## src/rtl/pump_ctrl_pkg.sv

```systemverilog
// Shared definitions for the duplex pump rotation controller: state encoding,
// sensor bit positions, level patterns, parameter defaults and counter helpers.
package pump_ctrl_pkg;

    typedef enum logic [1:0] {
        ST_IDLE    = 2'b00,
        ST_LEAD_ON = 2'b01,
        ST_BOTH_ON = 2'b10,
        ST_FAULT   = 2'b11
    } pump_state_e;

    localparam int unsigned SENSOR_LOW  = 0;
    localparam int unsigned SENSOR_HIGH = 1;

    localparam int unsigned DEBOUNCE_DEFAULT  = 3;
    localparam int unsigned MIN_ON_DEFAULT    = 8;
    localparam int unsigned LAG_DELAY_DEFAULT = 4;

    localparam logic [1:0] LEVEL_EMPTY = 2'b00;
    localparam logic [1:0] LEVEL_LOW   = 2'b01;
    localparam logic [1:0] LEVEL_FULL  = 2'b11;

    // High mark wet while low mark dry cannot happen with a healthy sensor pair.
    function automatic logic level_is_bad(input logic [1:0] lvl);
        return lvl[SENSOR_HIGH] & ~lvl[SENSOR_LOW];
    endfunction

    function automatic logic [7:0] sat_inc(input logic [7:0] value, input logic [7:0] limit);
        logic [7:0] result;
        if (value >= limit) begin
            result = limit;
        end else begin
            result = value + 8'd1;
        end
        return result;
    endfunction

endpackage

```

## src/rtl/sensor_debounce.sv

```systemverilog
// Two-bit level filter: the output follows the input only after DEBOUNCE
// consecutive identical samples that differ from the current filtered value.
module sensor_debounce
    import pump_ctrl_pkg::*;
#(
    parameter int unsigned DEBOUNCE = DEBOUNCE_DEFAULT
) (
    input  logic       clock,
    input  logic       reset,
    input  logic [1:0] din,
    output logic [1:0] filt
);

    localparam logic [7:0] DEB_C = 8'(DEBOUNCE);

    logic [1:0] filt_q, filt_d;
    logic [1:0] cand_q, cand_d;
    logic [7:0] cnt_q,  cnt_d;
    logic [7:0] run_s;

    // Candidate tracking and filtered-level update.
    always_comb begin
        filt_d = filt_q;
        cand_d = cand_q;
        cnt_d  = cnt_q;
        // A zero count means no run is in progress, whatever cand_q holds.
        if ((din == cand_q) && (cnt_q != 8'd0)) begin
            run_s = cnt_q + 8'd1;
        end else begin
            run_s = 8'd1;
        end
        if (din == filt_q) begin
            cnt_d = 8'd0;
        end else if (run_s >= DEB_C) begin
            filt_d = din;
            cnt_d  = 8'd0;
        end else begin
            cand_d = din;
            cnt_d  = run_s;
        end
    end

    // Filter state registers.
    always_ff @(posedge clock) begin
        if (reset) begin
            filt_q <= 2'b00;
            cand_q <= 2'b00;
            cnt_q  <= 8'd0;
        end else begin
            filt_q <= filt_d;
            cand_q <= cand_d;
            cnt_q  <= cnt_d;
        end
    end

    assign filt = filt_q;

endmodule

```

## src/rtl/pump_rotation_controller.sv

```systemverilog
// Duplex sump pump controller: lead pump on a full tank, lag pump added when the
// tank stays full, minimum run time, lead rotation per cycle and a sticky fault.
module pump_rotation_controller
    import pump_ctrl_pkg::*;
#(
    parameter int unsigned DEBOUNCE  = DEBOUNCE_DEFAULT,
    parameter int unsigned MIN_ON    = MIN_ON_DEFAULT,
    parameter int unsigned LAG_DELAY = LAG_DELAY_DEFAULT
) (
    input  logic       clock,
    input  logic       reset,
    input  logic [1:0] sensors,
    output logic [1:0] pumps,
    output logic       lead,
    output logic       fault,
    output logic [1:0] current_state
);

    localparam logic [7:0] MIN_ON_C    = 8'(MIN_ON);
    localparam logic [7:0] LAG_DELAY_C = 8'(LAG_DELAY);

    logic [1:0]  filt_s;
    pump_state_e state_q, state_d;
    logic [7:0]  on_q, on_d;
    logic [7:0]  lag_q, lag_d;
    logic        lead_q, lead_d;
    logic [1:0]  pumps_q, pumps_d;
    logic        fault_q, fault_d;
    logic [7:0]  on_inc_s;
    logic [7:0]  lag_inc_s;

    sensor_debounce #(
        .DEBOUNCE (DEBOUNCE)
    ) u_debounce (
        .clock (clock),
        .reset (reset),
        .din   (sensors),
        .filt  (filt_s)
    );

    // Next-state, timer and lead-rotation logic.
    always_comb begin
        state_d   = state_q;
        on_d      = on_q;
        lag_d     = lag_q;
        lead_d    = lead_q;
        on_inc_s  = sat_inc(on_q, MIN_ON_C);
        lag_inc_s = sat_inc(lag_q, LAG_DELAY_C);
        case (state_q)
            ST_IDLE: begin
                on_d  = 8'd0;
                lag_d = 8'd0;
                if (level_is_bad(filt_s)) begin
                    state_d = ST_FAULT;
                end else if (filt_s == LEVEL_FULL) begin
                    state_d = ST_LEAD_ON;
                end else begin
                    state_d = ST_IDLE;
                end
            end
            ST_LEAD_ON: begin
                on_d = on_inc_s;
                if (level_is_bad(filt_s)) begin
                    state_d = ST_FAULT;
                end else if (filt_s == LEVEL_FULL) begin
                    lag_d = lag_inc_s;
                    if (lag_inc_s >= LAG_DELAY_C) begin
                        state_d = ST_BOTH_ON;
                    end else begin
                        state_d = ST_LEAD_ON;
                    end
                end else if ((filt_s == LEVEL_EMPTY) && (on_q == MIN_ON_C)) begin
                    lag_d   = 8'd0;
                    state_d = ST_IDLE;
                    lead_d  = ~lead_q;
                end else begin
                    lag_d   = 8'd0;
                    state_d = ST_LEAD_ON;
                end
            end
            ST_BOTH_ON: begin
                on_d = on_inc_s;
                if (level_is_bad(filt_s)) begin
                    state_d = ST_FAULT;
                end else if (filt_s == LEVEL_LOW) begin
                    lag_d   = 8'd0;
                    state_d = ST_LEAD_ON;
                end else if (filt_s == LEVEL_EMPTY) begin
                    lag_d = 8'd0;
                    // Minimum run not yet met: shed the lag pump but keep pumping.
                    if (on_q == MIN_ON_C) begin
                        state_d = ST_IDLE;
                        lead_d  = ~lead_q;
                    end else begin
                        state_d = ST_LEAD_ON;
                    end
                end else begin
                    state_d = ST_BOTH_ON;
                end
            end
            ST_FAULT: begin
                on_d    = 8'd0;
                lag_d   = 8'd0;
                state_d = ST_FAULT;
            end
            default: begin
                on_d    = 8'd0;
                lag_d   = 8'd0;
                state_d = ST_FAULT;
            end
        endcase
    end

    // Output decode from the next state so outputs register alongside it.
    always_comb begin
        pumps_d = 2'b00;
        fault_d = 1'b0;
        case (state_d)
            ST_IDLE: begin
                pumps_d = 2'b00;
            end
            ST_LEAD_ON: begin
                if (lead_d) begin
                    pumps_d = 2'b10;
                end else begin
                    pumps_d = 2'b01;
                end
            end
            ST_BOTH_ON: begin
                pumps_d = 2'b11;
            end
            ST_FAULT: begin
                fault_d = 1'b1;
            end
            default: begin
                pumps_d = 2'b00;
                fault_d = 1'b1;
            end
        endcase
    end

    // Controller state registers.
    always_ff @(posedge clock) begin
        if (reset) begin
            state_q <= ST_IDLE;
            on_q    <= 8'd0;
            lag_q   <= 8'd0;
            lead_q  <= 1'b0;
            pumps_q <= 2'b00;
            fault_q <= 1'b0;
        end else begin
            state_q <= state_d;
            on_q    <= on_d;
            lag_q   <= lag_d;
            lead_q  <= lead_d;
            pumps_q <= pumps_d;
            fault_q <= fault_d;
        end
    end

    assign pumps         = pumps_q;
    assign lead          = lead_q;
    assign fault         = fault_q;
    assign current_state = state_q;

endmodule

```

## config.mk

```make
export PLATFORM = sky130hd
export DESIGN_NAME = pump_rotation_controller
export DESIGN_NICKNAME = d
export VERILOG_FILES = /design/src/rtl/pump_ctrl_pkg.sv /design/src/rtl/sensor_debounce.sv /design/src/rtl/pump_rotation_controller.sv
export SDC_FILE = /design/constraint.sdc
export NUM_CORES = 1
export LEC_CHECK = 0
export CORE_MARGIN = 3
export CORE_UTILIZATION = 50
export DETAILED_ROUTE_END_ITERATION = 8
export PLACE_DENSITY_LB_ADDON = 0.25
export SLEW_MARGIN = 20
export SYNTH_ARGS = -nofsm -noshare
export SYNTH_HDL_FRONTEND = slang
export SYNTH_SLANG_ARGS = --single-unit
```

## constraint.sdc

```tcl
create_clock -name clock -period 3.51 [get_ports clock]
set_clock_uncertainty 0.2 [all_clocks]
set_input_delay 0.5265 -clock clock [delete_from_list [all_inputs] [get_ports clock]]
set_output_delay 0.5265 -clock clock [all_outputs]
set_load 0.1 [all_outputs]
```

==> flow_metrics.tcl, run 1 <==
set metrics [dict create \
    grt-ovfl-total 0 \
    crit_fanout 4 \
    post-route-period-util 0.751 \
    timing.slew.headroom 0.347 \
    required_ns 2.78 \
    setup.worst_path.class "reg2out" \
    cts.htree.levels 2 \
    preCtsSetupSlack_ns 1.04 \
    hold_ws_ns 0.277 \
    grt_pass1_wl_mm 5.35 \
    grtUsageTotal 0.173 \
    final_cell_mix "dfxtp_1 (34), nor2_1 (21), inv_1 (19), nand2_1 (13), ha_1 (13)" \
    cap_violations 0 \
    cts_hold_buffers 0 \
    syn_area_sq_um 1580 \
    fmax_mhz 379 \
    met2_wirelength_mm 1.43 \
    first_pass_iters 4 \
    dieWidth_um 62.2 \
    stdcell_area_sq_um 1810 \
    final_nets 210 \
    area_delta_synth_final_pct 14.7 \
    vias 1219 \
    die-height_um 62.2 \
    cts_setup_buffers 0 \
    drive_gt1_frac 0.0876 \
    ys_seq_elements 34 \
    ys_types 41 \
    hpwl_mm 2.21 \
    cts_tree "yes" \
    ys.flop_type "dfxtp_1" \
    clock-sinks 34 \
    layout_commonest_cell "dfxtp_1" \
    ant_nets 0 \
    maxSlewViolCount 0 \
    yosys_warnings 0 \
    synth-edff-count 0 \
    via_per_inst 5.17 \
    cpPeakStageDelay_ns 1.17 \
    grt_max_degree 15 \
    hold_violations 0 \
    rows 19 \
    tightest_slew_ns 0.977 \
    fin_tns_setup_ns 0 \
    avgSynthCellArea_sq_um 9.17 \
    clkLatencyLatePin_ns 0.34 \
    drc 0 \
    postSynthCellCount 172 \
    fill_cells 249 \
    clk_pin_slew_worst_paths_ns 0.09 \
    clock-root-buffer "clkbuf_4" \
    cp_top_family "buffers and inverters" \
    antenna_found_initial 0 \
    hold_class "reg2reg" \
    gp_congestion 0.788 \
    clk_path_buf_depth 2 \
    grt_pass1_vias 1234 \
    start_util 0.548 \
    wl_per_cell_um 12.4 \
    power_uw 923 \
    p_leak_uw 0.000757 \
    path_buf_inv 1 \
    status "complete, no violations" \
    drt-total-wl_mm 2.92 \
    start_kind "flop" \
    cp-end-kind "output pin" \
    cts_made_buffers 5 \
    fin_ws_ns 0.873 \
    rsz0062_at_grt "no" \
    slowest_stage "clkdlybuf4s50_1" \
    setup_viol 0 \
    fp.coreArea_sq_um 2880 \
    route.met3.wl_um 137 \
    min_period_ns 2.64 \
    wl_met1_mm 1.31 \
    n_antenna_cell 0 \
    ir_worst_vdd_mv 0.234 \
    power.density_nw_per_um2 510 \
    ys_async_sr_fraction 0 \
    placed_area_sq_um 1730 \
    die_area_sq_um 3870 \
    cp.arrival_ns 1.91 \
    port-buffer-count 9 \
    seq_area_frac_synth 0.431 \
    drt_iter0_drc 79 \
    ctsResizeCount 0 \
    io_pins 10 \
    crit_chain "clkdlybuf4s50_1" \
    dr.max_layer_used "met4" \
]
kinds of logic after synthesis:
group,after synthesis,synth area share
multiplexers,2,0.0127
buffers and inverters,23,0.0563
other,1,0.00238
XOR/XNOR,5,0.0278
adder cells (fa/ha/maj),13,0.103
flip-flops,34,0.431
AND/OR/NAND/NOR,67,0.235
AO/OA/AOI/OAI,27,0.132
state kept, by name, summed over array words and instances, names as in the netlist:
name               cells
lag_q                  8
u_debounce.filt        2
u_debounce.cnt_q       8
lead                   1
fault                  1
current_state          2
pumps                  2
on_q                   8
u_debounce.cand_q      2
cells in the mapped netlist, types with 2 or more instances:
| library cell | number | area, sq um |
|---|---|---|
| clkbuf_1 | 2 | 7.51 |
| mux2i_1 | 2 | 20.0 |
| a311oi_1 | 2 | 17.5 |
| nand2b_1 | 2 | 12.5 |
| a21oi_1 | 7 | 35.0 |
| nor2b_1 | 3 | 18.8 |
| a31oi_1 | 2 | 12.5 |
| and2_1 | 2 | 12.5 |
| ha_1 | 13 | 163 |
| nor4_2 | 2 | 25.0 |
| o32ai_1 | 2 | 17.5 |
| o21ai_0 | 2 | 10.0 |
| nand4_1 | 4 | 25.0 |
| and3_1 | 5 | 31.3 |
| xor2_1 | 2 | 17.5 |
| buf_2 | 2 | 10.0 |
| nand4b_1 | 2 | 17.5 |
| nor3_1 | 4 | 20.0 |
| nand3_1 | 2 | 10.0 |
| dfxtp_1 | 34 | 681 |
| nor2_1 | 21 | 78.8 |
| nand2_1 | 13 | 48.8 |
| xnor2_1 | 3 | 26.3 |
| nor4_1 | 3 | 18.8 |
| inv_1 | 19 | 71.3 |
| o21a_1 | 2 | 15.0 |
layer usage:
metal	vias to the layer above	global-route usage
li1	619	-
met3	7	0.0631
met2	24	0.298
met4	0	0.0663
met1	569	0.193
met5	-	0
where the power goes:
| part | switching, uW | total [uW] | leakage, uW | internal [uW] |
|---|---|---|---|---|
| sequential | 29.3 | 439 | 0.000279 | 410 |
| combinational | 128 | 210 | 0.000438 | 81.5 |
| clock | 123 | 274 | 0.0000395 | 151 |
path summary, 6_finish.rpt:
path                                                  start                   to  slack, ns  cells after the start
worst max-delay path            current_state[0]$_SDFF_PP0_     current_state[0]       0.87                      1
worst min-delay path                     on_q[0]$_SDFF_PP0_   on_q[0]$_SDFF_PP0_       0.28                      1
worst max register to register  current_state[1]$_SDFF_PP0_  pumps[1]$_SDFF_PP0_       1.02                     10
worst min register to register           on_q[0]$_SDFF_PP0_   on_q[0]$_SDFF_PP0_       0.28                      1
cell type report:
| type | count | area (sq um) | area share |
|---|---|---|---|
| timing repair buffer | 9 | 87.6 | 0.0484 |
| sequential | 34 | 681 | 0.376 |
| tap | 42 | 52.6 | 0.0290 |
| inverter | 19 | 71.3 | 0.0394 |
| multi-input combinational | 124 | 842 | 0.465 |
| clock buffer | 7 | 45.0 | 0.0249 |
| clock inverter | 1 | 30.0 | 0.0166 |
through the flow:
step,util,instances
2_1_floorplan,-,181
3_3_place_gp,0.603,228
3_5_place_dp,0.603,228
4_1_cts,0.629,236
5_1_grt,0.629,236
6_report,0.629,236
Note: power is estimated with default switching activity, not from simulation.
==> run 2: changes to the inputs <==
clock period = 2.2 ns   (was 3.51 ns; I/O delays follow)
==> flow_metrics.tcl, run 2 (synthesis gave the netlist of run 1 again) <==
set metrics [dict create \
    hpwl_mm 2.23 \
    fin_cells 246 \
    final_nets 222 \
    post-route-period-util 0.967 \
    drive_gt1_frac 0.235 \
    die-height_um 62.2 \
    cp-end-kind "flop" \
    slowest_stage "dfxtp_4" \
    start_util 0.548 \
    multiInputGateArea_sq_um 915 \
    clock-root-buffer "clkbuf_4" \
    drt-total-wl_mm 3.13 \
    p_leak_uw 0.000834 \
    cts.htree.levels 2 \
    layout_commonest_cell "dfxtp_1" \
    required_ns 2.23 \
    cts_made_buffers 5 \
    n_antenna_cell 0 \
    clock-sinks 34 \
    start_kind "flop" \
    setup.worst_path.class "reg2reg" \
    cpPeakStageDelay_ns 0.40 \
    cap_violations 0 \
    io_pins 10 \
    top_usage_layer "met2" \
    fp.coreArea_sq_um 2880 \
    cp_top_family "compound AO/OA/AOI/OAI gates" \
    fill_cells 240 \
    grt_pass1_vias 1237 \
    via_per_inst 5.13 \
    clk_path_buf_depth 2 \
    top_regs "lag_q x8, on_q x8, u_debounce.cnt_q x8" \
    setup_viol 0 \
    place_inst 235 \
    met2_usage 0.285 \
    die_area_sq_um 3870 \
    fmax_mhz 470 \
    status "complete, no violations" \
    vias 1262 \
    crit_fanout 4 \
    met3_usage 0.0649 \
    hold_violations 0 \
    crit_chain "inv_4 -> ha_4 -> nor2_4 -> a31o_2 -> a31oi_1 -> o31ai_2 -> inv_1 -> ha_2 -> nor2b_4 -> o21a_1" \
    first_pass_iters 5 \
    final_cell_mix "dfxtp_1 (30), nor2_1 (19), buf_4 (18), inv_1 (17), nand2_1 (13)" \
    power.density_nw_per_um2 740 \
    seqCellArea_sq_um 691 \
    met1_usage 0.185 \
    fin_ws_ns 0.0717 \
    ant_nets 0 \
    grt_max_degree 12 \
    clk_pin_slew_worst_paths_ns 0.09 \
    clkLatencyLatePin_ns 0.33 \
    wl_per_cell_um 12.7 \
    gp_congestion 0.788 \
    preCtsSetupSlack_ns 0.0367 \
    hold_class "reg2reg" \
    port-buffer-count 9 \
    cts_tree "yes" \
    ir_worst_vdd_mv 0.411 \
    drt_iter0_drc 53 \
    drc 0 \
    grtUsageTotal 0.166 \
    antenna_found_initial 0 \
    area_delta_synth_final_pct 23.5 \
    maxSlewViolCount 0 \
    grt_pass1_wl_mm 5.16 \
    grt-ovfl-total 0 \
    path_buf_inv 2 \
    hold_ws_ns 0.274 \
    dieWidth_um 62.2 \
    min_period_ns 2.13 \
    rows 19 \
    cp.arrival_ns 2.16 \
]
-- run 2: cell types whose count changed in the layout (fill, tap and decap cells not counted), sizes merged --
cell           delta
clkbuf            -1
clkdlybuf4s50     -5
buf              +17
bufinv            -1
-- run 2: through the flow --
step / cell area [sq um] / setup TNS [ns] / utilization / power (uW)
6_report: 1950 / 0 / 0.677 / 1440
5_1_grt: 1950 / -0.0382 / 0.677 / 1530
4_1_cts: 1860 / 0 / 0.648 / 1400
3_5_place_dp: 1810 / 0 / 0.628 / 1070
3_3_place_gp: 1810 / 0 / 0.628 / 1060
2_1_floorplan: 1640 / -0.00287 / - / 990
-- run 2: layout make-up --
type,count,share of cell area
tap,42,0.0270
sequential,34,0.355
inverter,19,0.0379
multi-input combinational,124,0.469
clock buffer,6,0.0263
timing repair buffer,21,0.0848
-- run 2: timing repair --
| action | CTS | global route |
|---|---|---|
| setup buffers | 0 | 5 |
| hold buffers | 0 | 0 |
| endpoints found under the setup margin | 1 | 2 |
| cloned | 0 | 0 |
| pin swaps | 0 | 7 |
| gates resized for setup | 1 | 10 |
| hold endpoints to repair | 0 | 0 |
-- run 2: layer usage --
layer | wire length, um | part of all wire
met3 | 115 | 0.037
met4 | 40 | 0.013
met1 | 1360 | 0.43
met2 | 1620 | 0.52
met5 | 0 | 0
-- run 2: final timing paths --
check,slack (ns),depth (start not counted),startpoint,to
min,0.27,1,on_q[0]$_SDFF_PP0_,on_q[0]$_SDFF_PP0_
max,0.07,10,current_state[0]$_SDFF_PP0_,pumps[1]$_SDFF_PP0_
max reg2reg,0.07,10,current_state[0]$_SDFF_PP0_,pumps[1]$_SDFF_PP0_
min reg2reg,0.27,1,on_q[0]$_SDFF_PP0_,on_q[0]$_SDFF_PP0_
-- run 2: worst reg2reg max path, cell delays in order, from the launching register on --
cell and delay [ns]:
dfxtp_4 0.40, inv_4 0.05, ha_4 0.17, nor2_4 0.14
a31o_2 0.12, a31oi_1 0.04, o31ai_2 0.28, inv_1 0.11
ha_2 0.21, nor2b_4 0.13, o21a_1 0.19
-- run 2: power breakdown --
group | internal [uW] | switching (uW)
clock network | 144 | 184
logic | 180 | 235
registers | 657 | 41.3
==> run 3: changes to the inputs <==
CORE_MARGIN = 2   (was 3)
==> flow_metrics.tcl, run 3 (synthesis gave the netlist of run 1 again) <==
set metrics [dict create \
    status "complete, no violations" \
    wl_met1_mm 1.24 \
    cts_made_buffers 5 \
    drt-total-wl_mm 2.68 \
    cp_top_family "compound AO/OA/AOI/OAI gates" \
    vias 1228 \
    crit_start "u_debounce.filt[1]$_SDFFE_PP0P_" \
    drt_iter0_drc 31 \
    clk_pin_slew_worst_paths_ns 0.10 \
    p_leak_uw 0.000812 \
    path_buf_inv 1 \
    drc 0 \
    ir_worst_vdd_mv 0.440 \
    required_ns 2.24 \
    wl_per_cell_um 10.9 \
    io_pins 10 \
    grt_pass1_vias 1157 \
    die_area_sq_um 3620 \
    cts.htree.levels 2 \
    start_util 0.521 \
    grt_max_degree 12 \
    clock-sinks 34 \
    final_nets 217 \
    grt_pass1_wl_mm 4.80 \
    fill_cells 267 \
    die-height_um 60.2 \
    rr_endpoint "pumps[1]$_SDFF_PP0_" \
    n_antenna_cell 0 \
    setup_viol 0 \
    clkLatencyLatePin_ns 0.34 \
    top_regs "lag_q x8, on_q x8, u_debounce.cnt_q x8" \
    drive_gt1_frac 0.214 \
    cap_violations 0 \
    area_delta_synth_final_pct 20.4 \
    post-route-period-util 0.940 \
    hpwl_mm 2.03 \
    fin_tns_setup_ns 0 \
    port-buffer-count 9 \
    layout_commonest_cell "dfxtp_1" \
    via_per_inst 5.01 \
    fin_util 0.627 \
    cp-end-kind "flop" \
    gp_congestion 0.792 \
    crit-reg2reg-launch "u_debounce.filt[1]$_SDFFE_PP0P_" \
    hold_violations 0 \
    clock-root-buffer "clkbuf_4" \
    min_period_ns 2.07 \
    grtUsageTotal 0.182 \
    fp.coreArea_sq_um 3030 \
    route.met3.wl_um 87 \
    first_pass_iters 4 \
    placed_area_sq_um 1810 \
    dr.max_layer_used "met4" \
    cts_hold_buffers 0 \
    hold_path_startpoint "on_q[0]$_SDFF_PP0_" \
    rows 20 \
    stdcell_area_sq_um 1900 \
    r2r_setup_slack_ns 0.13 \
    cpPeakStageDelay_ns 0.35 \
    hold_class "reg2reg" \
    ant_nets 0 \
    r2r_cells 8 \
    setup.worst_path.class "reg2reg" \
    cp.arrival_ns 2.11 \
    final_cell_mix "dfxtp_1 (32), nor2_1 (19), inv_1 (17), nand2_1 (13), buf_4 (13)" \
    fmax_mhz 484 \
    antenna_found_initial 0 \
    start_kind "flop" \
    hold_depth 1 \
    maxSlewViolCount 0 \
    hold_ws_ns 0.276 \
    power.density_nw_per_um2 752 \
    crit_fanout 3 \
    cts_tree "yes" \
    slowest_stage "dfxtp_1" \
    grt-ovfl-total 0 \
    clk_path_buf_depth 2 \
    crit_chain "nor4b_4 -> a31o_2 -> a31oi_1 -> o31ai_2 -> inv_1 -> ha_2 -> nor2b_1 -> o21a_1" \
    hold-path-endpoint "on_q[0]$_SDFF_PP0_" \
    dieWidth_um 60.2 \
    met2_wirelength_mm 1.28 \
]
## run 3: metal layers
| metal | up-vias | track usage |
|---|---|---|
| met1 | 566 | 0.211 |
| met2 | 14 | 0.300 |
| li1 | 640 | - |
| met4 | 0 | 0.0952 |
| met5 | - | 0 |
| met3 | 8 | 0.0519 |
## run 3: where the power goes
| part | total, uW | switching, uW | internal, uW |
|---|---|---|---|
| Clock | 365 | 210 | 154 |
| Combinational | 373 | 222 | 151 |
| Sequential | 692 | 35.7 | 656 |
## run 3: per-stage QoR
stage	setup WS (ns)	instances	total power [uW]
final	0.133	245	1430
after global routing	-0.0000335	245	1520
after CTS	0.0334	245	1440
after detailed placement	0.0425	237	1070
after global placement	0.103	237	1060
after floorplan	-0.00287	181	990
## run 3: cell type report
| class | instances | area (sq um) | area share |
|---|---|---|---|
| multi-input cells | 124 | 895 | 0.471 |
| flip-flops and latches | 34 | 688 | 0.362 |
| repair buffers | 16 | 128 | 0.0672 |
| inverters | 19 | 71.3 | 0.0375 |
| well taps | 44 | 55.1 | 0.0290 |
| clock buffers | 6 | 51.3 | 0.0270 |
| clock inverters | 2 | 11.3 | 0.00593 |
## run 3: worst register-to-register path, delay by kind of cell (launching register included)
family / cells / cell delay, ns
adder cells (fa/ha/maj): 1 / 0.19
buffers and inverters: 1 / 0.12
AND/OR/NAND/NOR: 2 / 0.44
flip-flops: 1 / 0.35
AO/OA/AOI/OAI: 4 / 0.67
## run 3: worst max path at each step
stage                                              endpoint  slack (ns)  depth (start not counted)
final                                   pumps[1]$_SDFF_PP0_        0.13                          8
after detailed placement  u_debounce.cand_q[1]$_SDFFE_PP0P_        0.04                          6
after global routing                    pumps[1]$_SDFF_PP0_    -0.00003                          8
after global placement                  pumps[1]$_SDFF_PP0_        0.10                          8
after CTS                               pumps[1]$_SDFF_PP0_        0.03                          8
after floorplan                         pumps[1]$_SDFF_PP0_      -0.003                         10
## run 3: timing repair
action	CTS	global route
resized for setup	0	6
endpoints found under the hold margin	0	0
setup buffers	0	0
endpoints found under the setup margin	0	2
